`src/rtl/csa_frame_accumulator.sv`:
```
// csa_frame_accumulator
//   Accumulates a frame of signed terms in carry-save form (sum + carry
//   vectors) through one 3:2 compressor row, so there is no carry chain in
//   the loop. At frame end the sum/carry pair is offered to a downstream
//   carry-propagate adder on a valid/ready handshake. A one-deep output
//   register lets the next frame accumulate while the previous pair waits.
//
//   Parameters:
//     BITS     accumulator / sum / carry width
//     IN_BITS  signed input term width (must be <= BITS)
//     CNT_BITS term counter width (only with CSA_ACC_CNT_EN)
//
//   Ports:
//     clk, rst          clock, asynchronous active-high reset
//     in_valid/in_ready term handshake; in_ready low only while holding a
//                       completed frame behind an occupied output slot
//     in_data, in_last  signed term, last-term-of-frame flag
//     out_valid/out_ready output pair handshake
//     sum_out, carry_out  sum vector (operand a), shifted carry vector (b)
//     term_cnt          terms in the frame on the output (CSA_ACC_CNT_EN)
//
//   Optional feature macro: CSA_ACC_CNT_EN enables the per-frame term counter.
module csa_frame_accumulator #(
  parameter int BITS    = 40,
  parameter int IN_BITS = 32
`ifdef CSA_ACC_CNT_EN
  , parameter int CNT_BITS = 8
`endif
) (
  input  logic               clk,
  input  logic               rst,
  input  logic               in_valid,
  output logic               in_ready,
  input  logic [IN_BITS-1:0] in_data,
  input  logic               in_last,
  output logic               out_valid,
  input  logic               out_ready,
  output logic [BITS-1:0]    sum_out,
  output logic [BITS-1:0]    carry_out
`ifdef CSA_ACC_CNT_EN
  , output logic [CNT_BITS-1:0] term_cnt
`endif
);

  typedef enum logic [1:0] {IDLE, ACC, HOLD} state_t;

  state_t          state_q, state_d;
  logic [BITS-1:0] acc_s_q, acc_s_d, acc_c_q, acc_c_d;
  logic [BITS-1:0] out_s_q, out_s_d, out_c_q, out_c_d;
  logic            out_v_q, out_v_d;
  logic [BITS-1:0] t, s_n, maj, c_n;
  logic            accept, drain, slot_free;
`ifdef CSA_ACC_CNT_EN
  logic [CNT_BITS-1:0] cnt_q, cnt_d, ocnt_q, ocnt_d, cnt_n;
`endif

  assign t   = BITS'($signed(in_data));
  assign s_n = acc_s_q ^ acc_c_q ^ t;
  assign maj = (acc_s_q & acc_c_q) | (acc_s_q & t) | (acc_c_q & t);
  assign c_n = {maj[BITS-2:0], 1'b0};

  assign in_ready  = (state_q != HOLD);
  assign accept    = in_valid && in_ready;
  assign drain     = out_v_q && out_ready;
  assign slot_free = !out_v_q || out_ready;

  assign out_valid = out_v_q;
  assign sum_out   = out_s_q;
  assign carry_out = out_c_q;
`ifdef CSA_ACC_CNT_EN
  assign cnt_n    = cnt_q + CNT_BITS'(1);
  assign term_cnt = ocnt_q;
`endif

  always_comb begin
    state_d = state_q;
    acc_s_d = acc_s_q;
    acc_c_d = acc_c_q;
    out_s_d = out_s_q;
    out_c_d = out_c_q;
    // a load in the same cycle as a drain overrides the clear below
    out_v_d = out_v_q && !drain;
`ifdef CSA_ACC_CNT_EN
    cnt_d  = cnt_q;
    ocnt_d = ocnt_q;
`endif
    case (state_q)
      IDLE, ACC: begin
        if (accept) begin
          if (in_last && slot_free) begin
            out_s_d = s_n;
            out_c_d = c_n;
            out_v_d = 1'b1;
            acc_s_d = '0;
            acc_c_d = '0;
            state_d = IDLE;
`ifdef CSA_ACC_CNT_EN
            ocnt_d = cnt_n;
            cnt_d  = '0;
`endif
          end else begin
            acc_s_d = s_n;
            acc_c_d = c_n;
            state_d = in_last ? HOLD : ACC;
`ifdef CSA_ACC_CNT_EN
            cnt_d = cnt_n;
`endif
          end
        end
      end
      HOLD: begin
        if (drain) begin
          out_s_d = acc_s_q;
          out_c_d = acc_c_q;
          out_v_d = 1'b1;
          acc_s_d = '0;
          acc_c_d = '0;
          state_d = IDLE;
`ifdef CSA_ACC_CNT_EN
          ocnt_d = cnt_q;
          cnt_d  = '0;
`endif
        end
      end
      default: state_d = IDLE;
    endcase
  end

  always_ff @(posedge clk or posedge rst) begin
    if (rst) begin
      state_q <= IDLE;
      acc_s_q <= '0;
      acc_c_q <= '0;
      out_s_q <= '0;
      out_c_q <= '0;
      out_v_q <= 1'b0;
`ifdef CSA_ACC_CNT_EN
      cnt_q  <= '0;
      ocnt_q <= '0;
`endif
    end else begin
      state_q <= state_d;
      acc_s_q <= acc_s_d;
      acc_c_q <= acc_c_d;
      out_s_q <= out_s_d;
      out_c_q <= out_c_d;
      out_v_q <= out_v_d;
`ifdef CSA_ACC_CNT_EN
      cnt_q  <= cnt_d;
      ocnt_q <= ocnt_d;
`endif
    end
  end

endmodule

```
`config.mk`:
```
export PLATFORM = sky130hd
export DESIGN_NAME = csa_frame_accumulator
export DESIGN_NICKNAME = d
export VERILOG_FILES = /design/src/rtl/csa_frame_accumulator.sv
export SDC_FILE = /design/constraint.sdc
export NUM_CORES = 1
export LEC_CHECK = 0
export ABC_AREA = 1
export CAP_MARGIN = 40
export CORE_MARGIN = 10
export CORE_UTILIZATION = 30
export CTS_BUF_LIST = sky130_fd_sc_hd__clkbuf_8
export DETAILED_ROUTE_END_ITERATION = 16
export PLACE_DENSITY_LB_ADDON = 0.3
export SLEW_MARGIN = 15
export SYNTH_ARGS = -nofsm -noshare
export SYNTH_HDL_FRONTEND = slang
export SYNTH_SLANG_ARGS = --single-unit
```
`constraint.sdc`:
```
create_clock -name clk -period 5 [get_ports clk]
set_input_delay 0.75 -clock clk [delete_from_list [all_inputs] [get_ports clk]]
set_output_delay 0.75 -clock clk [all_outputs]
set_load 0.005 [all_outputs]
```
==> impl_metrics.ini, run 1 <==
[cells_and_area]
antenna_cells = 0
nets = 1092
drive_above_1_share_pct = 4.961
final_core_util_pct = 38.36
stdcell_area_mm2 = 0.009661
stdcell_count = 1358
final_common_cell = nand2_1
synthToLayoutAreaGrowth_pct = 26.02
layout_common_cells = nand2_1, dfrtp_1, clkdlybuf4s50_1, o21ai_0, fa_1

[clock_tree]
cts.sinks = 161
cts_tree = yes
clk_pin_slew_ps = 90
cts-resized-gates = 0
cts_made_buffers = 17
cts_max_level = 4
clockBufferDepth = 2
hold_buffers = 0
clk_latency_ps = 450
cts-root-buf = clkbuf_8
post_cts_buffers = 0

[floorplan]
std_cell_rows = 58
core_area_mm2 = 0.02518
die_y_um = 179.9
die_area_mm2 = 0.03235
ioPinCount = 119
start_util_pct = 30.44
die_x_um = 179.9

[synth]
synth-seq-cells = 161
avgSynthCellArea_um2 = 8.351
syn_inst = 918
synth_nets = 994
ys_seq_area_share_pct = 52.55
async_flop_share_pct = 100.0
synth_edf_count = 0
synth_warnings = 0
netlist_area_mm2 = 0.007666
synth_cell_types = 23
synth_ff_type = dfrtp_1

[setup_path]
critPathLaunch = state_q[1]
worst_path_max_delay_cell = clkdlybuf4s50_1
worst-path-buf-inv = 1
slowest_delay_ps = 630
criticalPathCategory = reg2out
r2r_slack_ps = 2270
critical-path-top-delay-family = buffers and inverters
crit_fanout = 42
start_kind = flop
crit_path_cell_trace = nand2_4 > clkdlybuf4s50_1
critPathRequiredTime_ps = 4250
cp.arrival_ps = 2010
end_kind = output port
r2r_start = state_q[1]

[timing]
timing.final.ws_setup_ps = 2240
finalHoldViolCount = 0
setup_viol = 0
hold_slack_ps = 473.0
slew_violations = 0
worstMarginPinSlew_ps = 737.2
finClkSkew_ps = 13.98
fin_crit_ps = 2760
slew-limit-headroom_pct = 50.80
rsz0062_at_grt = false
tns_ps = 0
fmax_mhz = 362.3
post-route-period-util_pct = 55.20

[route]
wirelength_um = 19680
top_layer = met4
ant_nets = 0
met3_wirelength_um = 1099
met2RoutedLength_um = 8952
dr.pass1.iters = 5
wl_per_cell_um = 14.49
avgViaCountPerCell = 4.473
wl_met1_um = 9469
route.vias.total = 6075
drc = 0
drt_iter0_drc = 449

[pwr]
power.internal_mw = 3.350
power.total_mw = 5.213
power_frac_clock_pct = 19.9
seqPwrFrac_pct = 42.7
irDropWorstVdd_mv = 0.2077
p_switching_mw = 1.862
power.leakage_nw = 4.820
power_frac_comb_pct = 37.4
p_sw_share_pct = 35.72
powerDensity_mw_per_mm2 = 539.6

[grt]
antenna_found_initial = 0
overflow = 0
grt_pass1_wl_um = 33910
track_usage_pct = 12.53
grt_pass1_vias = 6467
grt_max_degree = 91

[min_path]
worstHoldPathType = reg2reg
hp-start = sum_out[35]

[placement]
globalplace.congestion = 0.7366
dp_slack_ps = 1846
io_buffers = 117
dp_cells = 1327
place_hpwl_um = 12920
placed_cell_area_mm2 = 0.009244

[run]
maxCapViolations = 0

[run_status]
status = completed
-- layer usage --
metal / up-vias / track usage, %
li1: 3019 / -
met4: 0 / 3.308
met2: 100 / 19.76
met1: 2948 / 16.43
met5: - / 0
met3: 8 / 3.675
-- power by group through the flow --
stage                     logic, mW  clock network, mW  registers [mW]
after floorplan                1.03                  0            2.21
after global placement         1.94                  0            2.24
after detailed placement       2.00                  0            2.25
after CTS                      2.01               1.08            2.23
after global routing           2.29               1.13            2.31
final                          1.95               1.04            2.22
-- synth_stat cells, types with 2 or more instances --
| cell | count | area [um^2] |
|---|---|---|
| fa_1 | 38 | 760.7 |
| dfrtp_1 | 161 | 4029 |
| buf_2 | 14 | 70.07 |
| buf_1 | 7 | 26.28 |
| inv_1 | 10 | 37.54 |
| a21oi_1 | 2 | 10.01 |
| o21ai_0 | 71 | 355.3 |
| buf_4 | 2 | 15.01 |
| nor2_1 | 3 | 11.26 |
| o21ai_1 | 10 | 50.05 |
| nand2_1 | 561 | 2106 |
| nand3_1 | 3 | 15.01 |
| clkbuf_1 | 26 | 97.59 |
-- registers in the layout, indices dropped and copies added, names as in the netlist --
signal / count
acc_s_q: 40
sum_out: 40
acc_c_q: 39
carry_out: 39
state_q: 2
out_valid: 1
-- cell families (layout without fill, tap and decap cells) --
logic type | after synthesis | count (layout) | share of synthesized area (%)
adder cells (fa/ha/maj) | 39 | 39 | 10.09
buffers and inverters | 61 | 171 | 3.411
flip-flops | 161 | 161 | 52.55
AO/OA/AOI/OAI | 85 | 85 | 5.631
other | 1 | 1 | 0.04892
AND/OR/NAND/NOR | 571 | 571 | 28.27
-- worst paths after layout --
check | endpoint | cells past startpoint
worst min register to register | sum_out[35] | 2
worst min-delay path | sum_out[35] | 2
worst max register to register | acc_c_q[1] | 6
min in group asynchronous | sum_out[33] | 2
worst max-delay path | in_ready | 2
max in group asynchronous | acc_c_q[5] | 4
-- tightest hold or removal path, delay by kind of cell, from the launching register on --
| kind | cells | cell delay [ps] |
|---|---|---|
| simple gates | 2 | 90 |
| flops | 1 | 350 |
-- cell type report --
class	instances	area (um^2)
Clock buffer	19	261.5
Clock inverter	12	155.1
Fill cell	2574	15520
Inverter	11	45.04
Multi-Input combinational cell	696	3401
Sequential cell	161	4029
Tap cell	330	412.9
Timing Repair Buffer	129	1356
Note: power is estimated with default switching activity, not from simulation.
==> inputs of run 2 (changes only) <==
Clock period 5 ns to 2.33 ns, I/O delays scaled along.
==> run 2 against run 1 <==
Critical endpoint unchanged; flip-flop and latch count is the same; global-route usage shrank 0.18 points; total power grew 110%; worst setup slack lost 1900 ps; non-clock buffer count grew 6; largest cell class unchanged; wire length shrank 1.6%; sequential power grew 110%; cell area shrank 0.17%.
==> impl_metrics.ini, run 2 (synthesis results as in run 1) <==
[run_status]
status = completed

[timing]
finClkSkew_ps = 10.69
finalHoldViolCount = 0
worstMarginPinSlew_ps = 718.0
slew_violations = 0
slew-limit-headroom_pct = 52.13
rsz0062_at_grt = false
post-route-period-util_pct = 87.50
hold_slack_ps = 319.6
timing.final.ws_setup_ps = 291.3
setup_viol = 0
fin_crit_ps = 2039
tns_ps = 0
fmax_mhz = 490.5

[setup_path]
end_kind = output port
critPathRequiredTime_ps = 1980
start_kind = flop
cp.arrival_ps = 1690
r2r_slack_ps = 320
r2r_start = state_q[1]
crit_fanout = 14
criticalPathCategory = reg2out
reg2regPathDepth = 6
worstReg2RegEnd = acc_s_q[12]

[placement]
dp_slack_ps = 161.7
place_hpwl_um = 12790
dp_cells = 1333
placed_cell_area_mm2 = 0.009281
globalplace.congestion = 0.7477
io_buffers = 117

[cells_and_area]
antenna_cells = 0
nets = 1098
stdcell_area_mm2 = 0.009644
multiInputGateArea_mm2 = 0.003401
final_core_util_pct = 38.30
ff_latch_area_mm2 = 0.004029
layout_common_cells = nand2_1, dfrtp_1, clkdlybuf4s50_1, o21ai_0, fa_1
stdcell_count = 1363
fillers = 2582
final_common_cell = nand2_1
synthToLayoutAreaGrowth_pct = 25.80
drive_above_1_share_pct = 5.421

[grt]
track_usage_pct = 12.36
grt_pass1_wl_um = 33260
antenna_found_initial = 0
grt_pass1_vias = 6326
overflow = 0
grt_max_degree = 72

[route]
dr.pass1.iters = 4
avgViaCountPerCell = 4.477
drt_iter0_drc = 304
ant_nets = 0
route.vias.total = 6102
wl_per_cell_um = 14.21
wirelength_um = 19370
drc = 0

[clock_tree]
clk_pin_slew_ps = 80
cts_tree = yes
clk_latency_ps = 440
cts.sinks = 161
cts_max_level = 4
cts_made_buffers = 17
clockBufferDepth = 2
post_cts_buffers = 0
cts-root-buf = clkbuf_8
cts-resized-gates = 0
hold_buffers = 0

[run]
maxCapViolations = 0

[floorplan]
die_x_um = 179.9
die_area_mm2 = 0.03235
die_y_um = 179.9
ioPinCount = 119
core_area_mm2 = 0.02518
std_cell_rows = 58
start_util_pct = 30.44

[min_path]
worstHoldPathType = in2async

[pwr]
irDropWorstVdd_mv = 0.4430
power.total_mw = 10.91
powerDensity_mw_per_mm2 = 1131
power.leakage_nw = 4.820
[run 2: worst max-delay path by stage]
stage,start,to,slack [ps]
after floorplan,rst,acc_c_q[10],-60
after global placement,out_ready,acc_c_q[5],250
after detailed placement,out_ready,acc_s_q[12],160
after CTS,state_q[1],in_ready,230
after global routing,state_q[1],acc_s_q[12],70
final,state_q[1],in_ready,290
[run 2: metal layers]
layer / up-vias / wire [um] / GRT usage, %
li1: 3036 / - / -
met4: 0 / 156 / 2.845
met1: 2952 / 9486 / 16.53
met3: 10 / 1073 / 4.116
met5: - / 0 / 0
met2: 104 / 8657 / 18.91
[run 2: area by class of cell]
class                   count  share of cell area (%)
clock inverters            10                  0.9081
multi-input cells         696                   35.26
repair buffers            135                   14.45
well taps                 330                   4.281
inverters                  11                  0.4670
flip-flops and latches    161                   41.77
clock buffers              20                   2.854
[run 2: where the power goes]
group	leakage, nW	switching, mW	internal, mW
sequential	2.10	0.859	3.91
combinational	2.54	2.01	2.16
clock	0.186	1.06	0.912
total	4.82	3.93	6.99
[run 2: critical path, cell delays in order, from the launching register on]
cell             delay, ps
dfrtp_1                470
nand2_4                220
clkdlybuf4s50_1        550
